File: config.mk
export PLATFORM = sky130hd
export DESIGN_NAME = kth_ss_apb_arbiter
export DESIGN_NICKNAME = d
export VERILOG_FILES = /design/src/rtl/kth_ss_apb_arbiter.sv
export SDC_FILE = /design/constraint.sdc
export NUM_CORES = 1
export LEC_CHECK = 0
export CAP_MARGIN = 20
export CORE_ASPECT_RATIO = 0.6
export CORE_MARGIN = 1
export CORE_UTILIZATION = 42
export DETAILED_ROUTE_END_ITERATION = 10
export GPL_TIMING_DRIVEN = 0
export PLACE_DENSITY = 0.85
export SKIP_CTS_REPAIR_TIMING = 1
export SLEW_MARGIN = 20
export SYNTH_ARGS = -nofsm -noshare
export SYNTH_HDL_FRONTEND = slang
export SYNTH_SLANG_ARGS = --single-unit
export TNS_END_PERCENT = 100
File: constraint.sdc
create_clock -name clk_in -period 3 [get_ports clk_in]
set_clock_uncertainty 0.1 [all_clocks]
set_input_delay 0.9 -clock clk_in [delete_from_list [all_inputs] [get_ports clk_in]]
set_output_delay 0.9 -clock clk_in [all_outputs]
set_load 0.02 [all_outputs]
File: src/rtl/kth_ss_apb_arbiter.sv
// Two-requester APB arbiter in front of a single subsystem APB slave.
// Each granted transfer is sequenced onto the slave port, and a watchdog
// aborts any ACCESS phase the slave does not complete in time.
module kth_ss_apb_arbiter #(
  parameter int unsigned TIMEOUT_CYCLES = 64,
  parameter logic [31:0] ERR_RDATA      = 32'h0BAD_0BAD
) (
  input  logic        clk_in,
  input  logic        reset_int,
  input  logic [31:0] m0_PADDR,
  input  logic        m0_PSEL,
  input  logic        m0_PENABLE,
  input  logic        m0_PWRITE,
  input  logic [31:0] m0_PWDATA,
  output logic [31:0] m0_PRDATA,
  output logic        m0_PREADY,
  output logic        m0_PSLVERR,
  input  logic [31:0] m1_PADDR,
  input  logic        m1_PSEL,
  input  logic        m1_PENABLE,
  input  logic        m1_PWRITE,
  input  logic [31:0] m1_PWDATA,
  output logic [31:0] m1_PRDATA,
  output logic        m1_PREADY,
  output logic        m1_PSLVERR,
  output logic [31:0] s_PADDR,
  output logic        s_PSEL,
  output logic        s_PENABLE,
  output logic        s_PWRITE,
  output logic [31:0] s_PWDATA,
  input  logic [31:0] s_PRDATA,
  input  logic        s_PREADY,
  input  logic        s_PSLVERR,
  input  logic [7:0]  ss_ctrl,
  input  logic        irq_en,
  input  logic        irq_clr,
  output logic        irq,
  output logic        timeout_sts
);

  localparam int unsigned AW    = 32;
  localparam int unsigned DW    = 32;
  localparam int unsigned CNT_W = 16;

  typedef enum logic [1:0] {
    ST_IDLE   = 2'd0,
    ST_SETUP  = 2'd1,
    ST_ACCESS = 2'd2,
    ST_RESP   = 2'd3
  } state_t;

  state_t           r_state;
  logic             r_last_grant;
  logic             r_grant;
  logic [CNT_W-1:0] r_cnt;

  logic [AW-1:0]    r_s_paddr;
  logic             r_s_psel;
  logic             r_s_penable;
  logic             r_s_pwrite;
  logic [DW-1:0]    r_s_pwdata;

  logic [DW-1:0]    r_m0_prdata;
  logic             r_m0_pready;
  logic             r_m0_pslverr;
  logic [DW-1:0]    r_m1_prdata;
  logic             r_m1_pready;
  logic             r_m1_pslverr;

  logic             r_timeout_sts;
  logic             r_irq;

  logic             w_req0;
  logic             w_req1;
  logic             w_pick1;
  logic             w_timeout;
  logic             w_done;
  logic             w_to_set;
  logic [DW-1:0]    w_rsp_data;
  logic             w_rsp_err;
  logic             w_unused_inputs;

  // Request qualification and winner selection (m1 wins only if m0 is idle,
  // or on a round-robin tie when m0 was granted last).
  assign w_req0  = m0_PSEL & ss_ctrl[0];
  assign w_req1  = m1_PSEL & ss_ctrl[0];
  assign w_pick1 = w_req1 & (~w_req0 | (~ss_ctrl[1] & ~r_last_grant));

  // Watchdog and response selection; a ready slave beats a same-cycle timeout.
  assign w_timeout  = (r_cnt == CNT_W'(TIMEOUT_CYCLES - 1));
  assign w_done     = (r_state == ST_ACCESS) & (s_PREADY | w_timeout);
  assign w_to_set   = (r_state == ST_ACCESS) & ~s_PREADY & w_timeout;
  assign w_rsp_data = s_PREADY ? s_PRDATA : ERR_RDATA;
  assign w_rsp_err  = s_PREADY ? s_PSLVERR : 1'b1;

  assign w_unused_inputs = ^{m0_PENABLE, m1_PENABLE, ss_ctrl[7:2]};

  // Transfer sequencer with registered slave and requester outputs.
  always_ff @(posedge clk_in) begin
    if (reset_int) begin
      r_state      <= ST_IDLE;
      r_last_grant <= 1'b1;
      r_grant      <= 1'b0;
      r_cnt        <= '0;
      r_s_paddr    <= '0;
      r_s_psel     <= 1'b0;
      r_s_penable  <= 1'b0;
      r_s_pwrite   <= 1'b0;
      r_s_pwdata   <= '0;
      r_m0_prdata  <= '0;
      r_m0_pready  <= 1'b0;
      r_m0_pslverr <= 1'b0;
      r_m1_prdata  <= '0;
      r_m1_pready  <= 1'b0;
      r_m1_pslverr <= 1'b0;
    end else begin
      r_m0_prdata  <= '0;
      r_m0_pready  <= 1'b0;
      r_m0_pslverr <= 1'b0;
      r_m1_prdata  <= '0;
      r_m1_pready  <= 1'b0;
      r_m1_pslverr <= 1'b0;
      case (r_state)
        ST_IDLE: begin
          if (w_req0 | w_req1) begin
            r_grant      <= w_pick1;
            r_last_grant <= w_pick1;
            r_s_paddr    <= w_pick1 ? m1_PADDR  : m0_PADDR;
            r_s_pwrite   <= w_pick1 ? m1_PWRITE : m0_PWRITE;
            r_s_pwdata   <= w_pick1 ? m1_PWDATA : m0_PWDATA;
            r_s_psel     <= 1'b1;
            r_state      <= ST_SETUP;
          end
        end
        ST_SETUP: begin
          r_s_penable <= 1'b1;
          r_state     <= ST_ACCESS;
        end
        ST_ACCESS: begin
          r_cnt <= r_cnt + CNT_W'(1);
          if (w_done) begin
            if (r_grant) begin
              r_m1_pready  <= 1'b1;
              r_m1_prdata  <= w_rsp_data;
              r_m1_pslverr <= w_rsp_err;
            end else begin
              r_m0_pready  <= 1'b1;
              r_m0_prdata  <= w_rsp_data;
              r_m0_pslverr <= w_rsp_err;
            end
            r_s_paddr   <= '0;
            r_s_psel    <= 1'b0;
            r_s_penable <= 1'b0;
            r_s_pwrite  <= 1'b0;
            r_s_pwdata  <= '0;
            r_state     <= ST_RESP;
          end
        end
        ST_RESP: begin
          r_cnt   <= '0;
          r_state <= ST_IDLE;
        end
        default: r_state <= ST_IDLE;
      endcase
    end
  end

  // Sticky timeout flag (set beats clear) and one-cycle-delayed interrupt.
  always_ff @(posedge clk_in) begin
    if (reset_int) begin
      r_timeout_sts <= 1'b0;
      r_irq         <= 1'b0;
    end else begin
      if (w_to_set) begin
        r_timeout_sts <= 1'b1;
      end else if (irq_clr) begin
        r_timeout_sts <= 1'b0;
      end
      r_irq <= r_timeout_sts & irq_en;
    end
  end

  assign s_PADDR     = r_s_paddr;
  assign s_PSEL      = r_s_psel;
  assign s_PENABLE   = r_s_penable;
  assign s_PWRITE    = r_s_pwrite;
  assign s_PWDATA    = r_s_pwdata;
  assign m0_PRDATA   = r_m0_prdata;
  assign m0_PREADY   = r_m0_pready;
  assign m0_PSLVERR  = r_m0_pslverr;
  assign m1_PRDATA   = r_m1_prdata;
  assign m1_PREADY   = r_m1_pready;
  assign m1_PSLVERR  = r_m1_pslverr;
  assign timeout_sts = r_timeout_sts;
  assign irq         = r_irq;

endmodule
==> run_results.csv <==
group,metric,value,unit
global_routing,grt_start_max_net_pins,17,
synthesis,synthesis.area,5990,um2
synthesis,synth_largest_area_cell,"dfxtp_1",
clocking,ctsLongestPathBuffers,2,
floorplanning,coreArea,13800,um2
timing,fin_crit,2.76,ns
placed_design,gp_congestion,0.836,
layout,utilization,0.723,
synthesis,synth_top_cell_area_share,0.524,
placed_design,dp_slack,-0.442,ns
worst_setup_path,crit_path_start,"s_PREADY",
drt,via_count,5498,
global_routing,grt_usage,0.255,
drt,drc,0,
synthesis,ys_types,43,
worst_setup_path,start_kind,"input pin",
worst_setup_path,crit_family,"buffers and inverters",
clocking,h-tree-depth,4,
synthesis,synth_ff_type,"dfxtp_1",
worst_setup_path,crit_path_max_fanout,10,
floorplanning,io_pins,317,
global_routing,grt_pass1_vias,5288,
power,finalPower,6.81,mW
timing,min_period_over_period,0.922,
layout,fin_cells,1121,
synthesis,ys_ff_latch,157,
timing,setup_viol,0,
layout,n_antenna_cell,0,
clocking,root_buffer,"clkbuf_16",
global_routing,antenna_found_initial,0,
floorplanning,initial_core_util,0.435,
synthesis,synthesis.nets,774,
synthesis,yosys_warnings,0,
placed_design,dp.cells,1089,
clocking,clkSlewWorstSetupHoldPaths,0.07,ns
layout,synthToLayoutAreaGrowth,66.5,%
worst_setup_path,slowest_delay,0.71,ns
layout,final_nets,1101,
worst_setup_path,path_cells,"clkdlybuf4s50_1, clkinv_1, nor4_2, clkbuf_1, and2_1",
layout,fillers,1024,
worst_setup_path,critPathBufInv,3,
timing,max_freq,362,MHz
timing,drv_slew,0,
timing,worstMarginPinSlew,0.890,ns
outcome,status,"complete, no violations",
worst_hold_path,min-delay-start,"timeout_sts",
power,p_leak,4.01,nW
synthesis,avgSynthCellArea,10.2,um2
layout,drive_gt1_frac,0.0657,
floorplanning,die_w,156,um
synthesis,async_flop_share,0,
clocking,cts_tree,"yes",
synthesis,synth.most_common_cell,"dfxtp_1",
clocking,cts_buffers,17,
synthesis,yosys-top-cells-area,"dfxtp_1 52%, mux2i_1 11%, o32ai_1 9.5%",
drt,post_drt_wl_per_cell,16.7,um
synthesis,postSynthCellCount,589,
clocking,cts_sinks,157,
timing,rsz0062_at_grt,"no",
power,peakVddDrop,0.000450,V
worst_hold_path,hold_class,"reg -> reg",
clocking,clk_latency,0.41,ns
drt,wirelength,18.7,mm
synthesis,ys_seq_area_frac,0.524,
worst_setup_path,setup.worst_path.class,"in -> reg",
power,p_per_area,683,nW/um2
floorplanning,die_y,94.5,um
floorplanning,rows,33,
drt,first_iter_violations,221,
drt,dr.pass1.iters,4,
worst_setup_path,crit_path_end_kind,"flop",
worst_setup_path,required,3.25,ns
synthesis,synth_edf_count,0,
floorplanning,die_area,14800,um2
global_routing,grt_pass1_wl,28.4,mm
placed_design,dp_hpwl,14.5,mm
worst_setup_path,r2r-start,"r_state[0]",
timing,slew_headroom,0.406,
timing,setup_ws,0.235,ns
worst_setup_path,crit_slowest_cell,"nor4_2",
timing,hold_violations,0,
placed_design,portBuffers,308,
drt,ant_nets,0,
global_routing,gr-total-overflow,0,
synthesis,netlist_top_cells_count,"157 x dfxtp_1, 73 x inv_1, 66 x mux2i_1, 65 x o32ai_1, 62 x nor2_1",
worst_setup_path,crit_arrival,3.02,ns
flow_run,cap_violations,0,
drt,vias_per_cell,4.90,
[cell families after synthesis]
kind of cell | Yosys count | share of synthesized area
flip-flops | 157 | 0.524
AND/OR/NAND/NOR | 151 | 0.142
buffers and inverters | 112 | 0.0766
AO/OA/AOI/OAI | 86 | 0.119
multiplexers | 66 | 0.110
XOR/XNOR | 12 | 0.0175
adder cells (fa/ha/maj) | 5 | 0.0104
[state kept, by name (all words and copies together), names as in the netlist]
| signal | cells |
|---|---|
| m0_PRDATA | 32 |
| m1_PRDATA | 32 |
| s_PADDR | 32 |
| s_PWDATA | 32 |
| r_cnt | 16 |
| r_state | 2 |
| irq | 1 |
| m0_PREADY | 1 |
| m0_PSLVERR | 1 |
| m1_PREADY | 1 |
| m1_PSLVERR | 1 |
| r_grant | 1 |
| r_last_grant | 1 |
| s_PENABLE | 1 |
| s_PSEL | 1 |
| s_PWRITE | 1 |
| timeout_sts | 1 |
[per-layer routing]
layer  wire [um]  part of all wire  track usage
met1        8610              0.46        0.338
met2        8250              0.44        0.397
met3        1580             0.084       0.0803
met4         253             0.014       0.0752
met5           0                 0            0
[metrics by stage]
stage	area, um2	hold slack [ns]	setup TNS (ns)
finish	9980	0.356	0
global route	9980	0.389	0
CTS	9970	0.352	-0.665
detailed placement	9320	0.351	-7.59
global placement	9320	0.350	-4.36
floorplan	5990	0.350	0
[worst min-delay path, delay by kind of cell, from the launching register on]
family           cells  cell delay, ns
AND/OR/NAND/NOR      2            0.09
flip-flops           1            0.33
[cell type report]
type / count / area [um2] / share of cell area
tap: 192 / 240 / 0.0241
sequential: 157 / 3140 / 0.315
clock inverter: 14 / 224 / 0.0225
timing repair buffer: 308 / 3080 / 0.309
inverter: 74 / 278 / 0.0278
clock buffer: 18 / 429 / 0.0430
multi-input combinational: 320 / 2400 / 0.240
buffer: 38 / 181 / 0.0182
[power breakdown]
| group | leakage [nW] | switching (mW) | internal, mW |
|---|---|---|---|
| clock network | 0.314 | 0.933 | 1.43 |
| registers | 1.27 | 0.126 | 2.33 |
| logic | 2.43 | 1.10 | 0.891 |
| total | 4.01 | 2.16 | 4.65 |
[cell usage in the layout, fill, tap and decap left out, types with 7 or more instances in the layout]
cell	netlist	final
mux2i_1	66	66
inv_1	73	73
nor2_1	62	62
dfxtp_1	157	157
and2_1	32	32
clkbuf_1	23	24
nand4_1	10	10
buf_2	12	12
clkdlybuf4s50_1	0	308
nand2_1	9	9
clkbuf_16	0	17
xor2_1	7	7
o32ai_1	65	65
nor2_4	9	9
[worst paths after layout]
path | end | slack (ns) | cells after the start
hold reg to reg | irq | 0.36 | 2
setup reg to reg | s_PWDATA[31] | 0.43 | 8
setup / recovery | m0_PRDATA[14] | 0.24 | 5
hold / removal | irq | 0.36 | 2
Power figures use the tool's default switching activity.
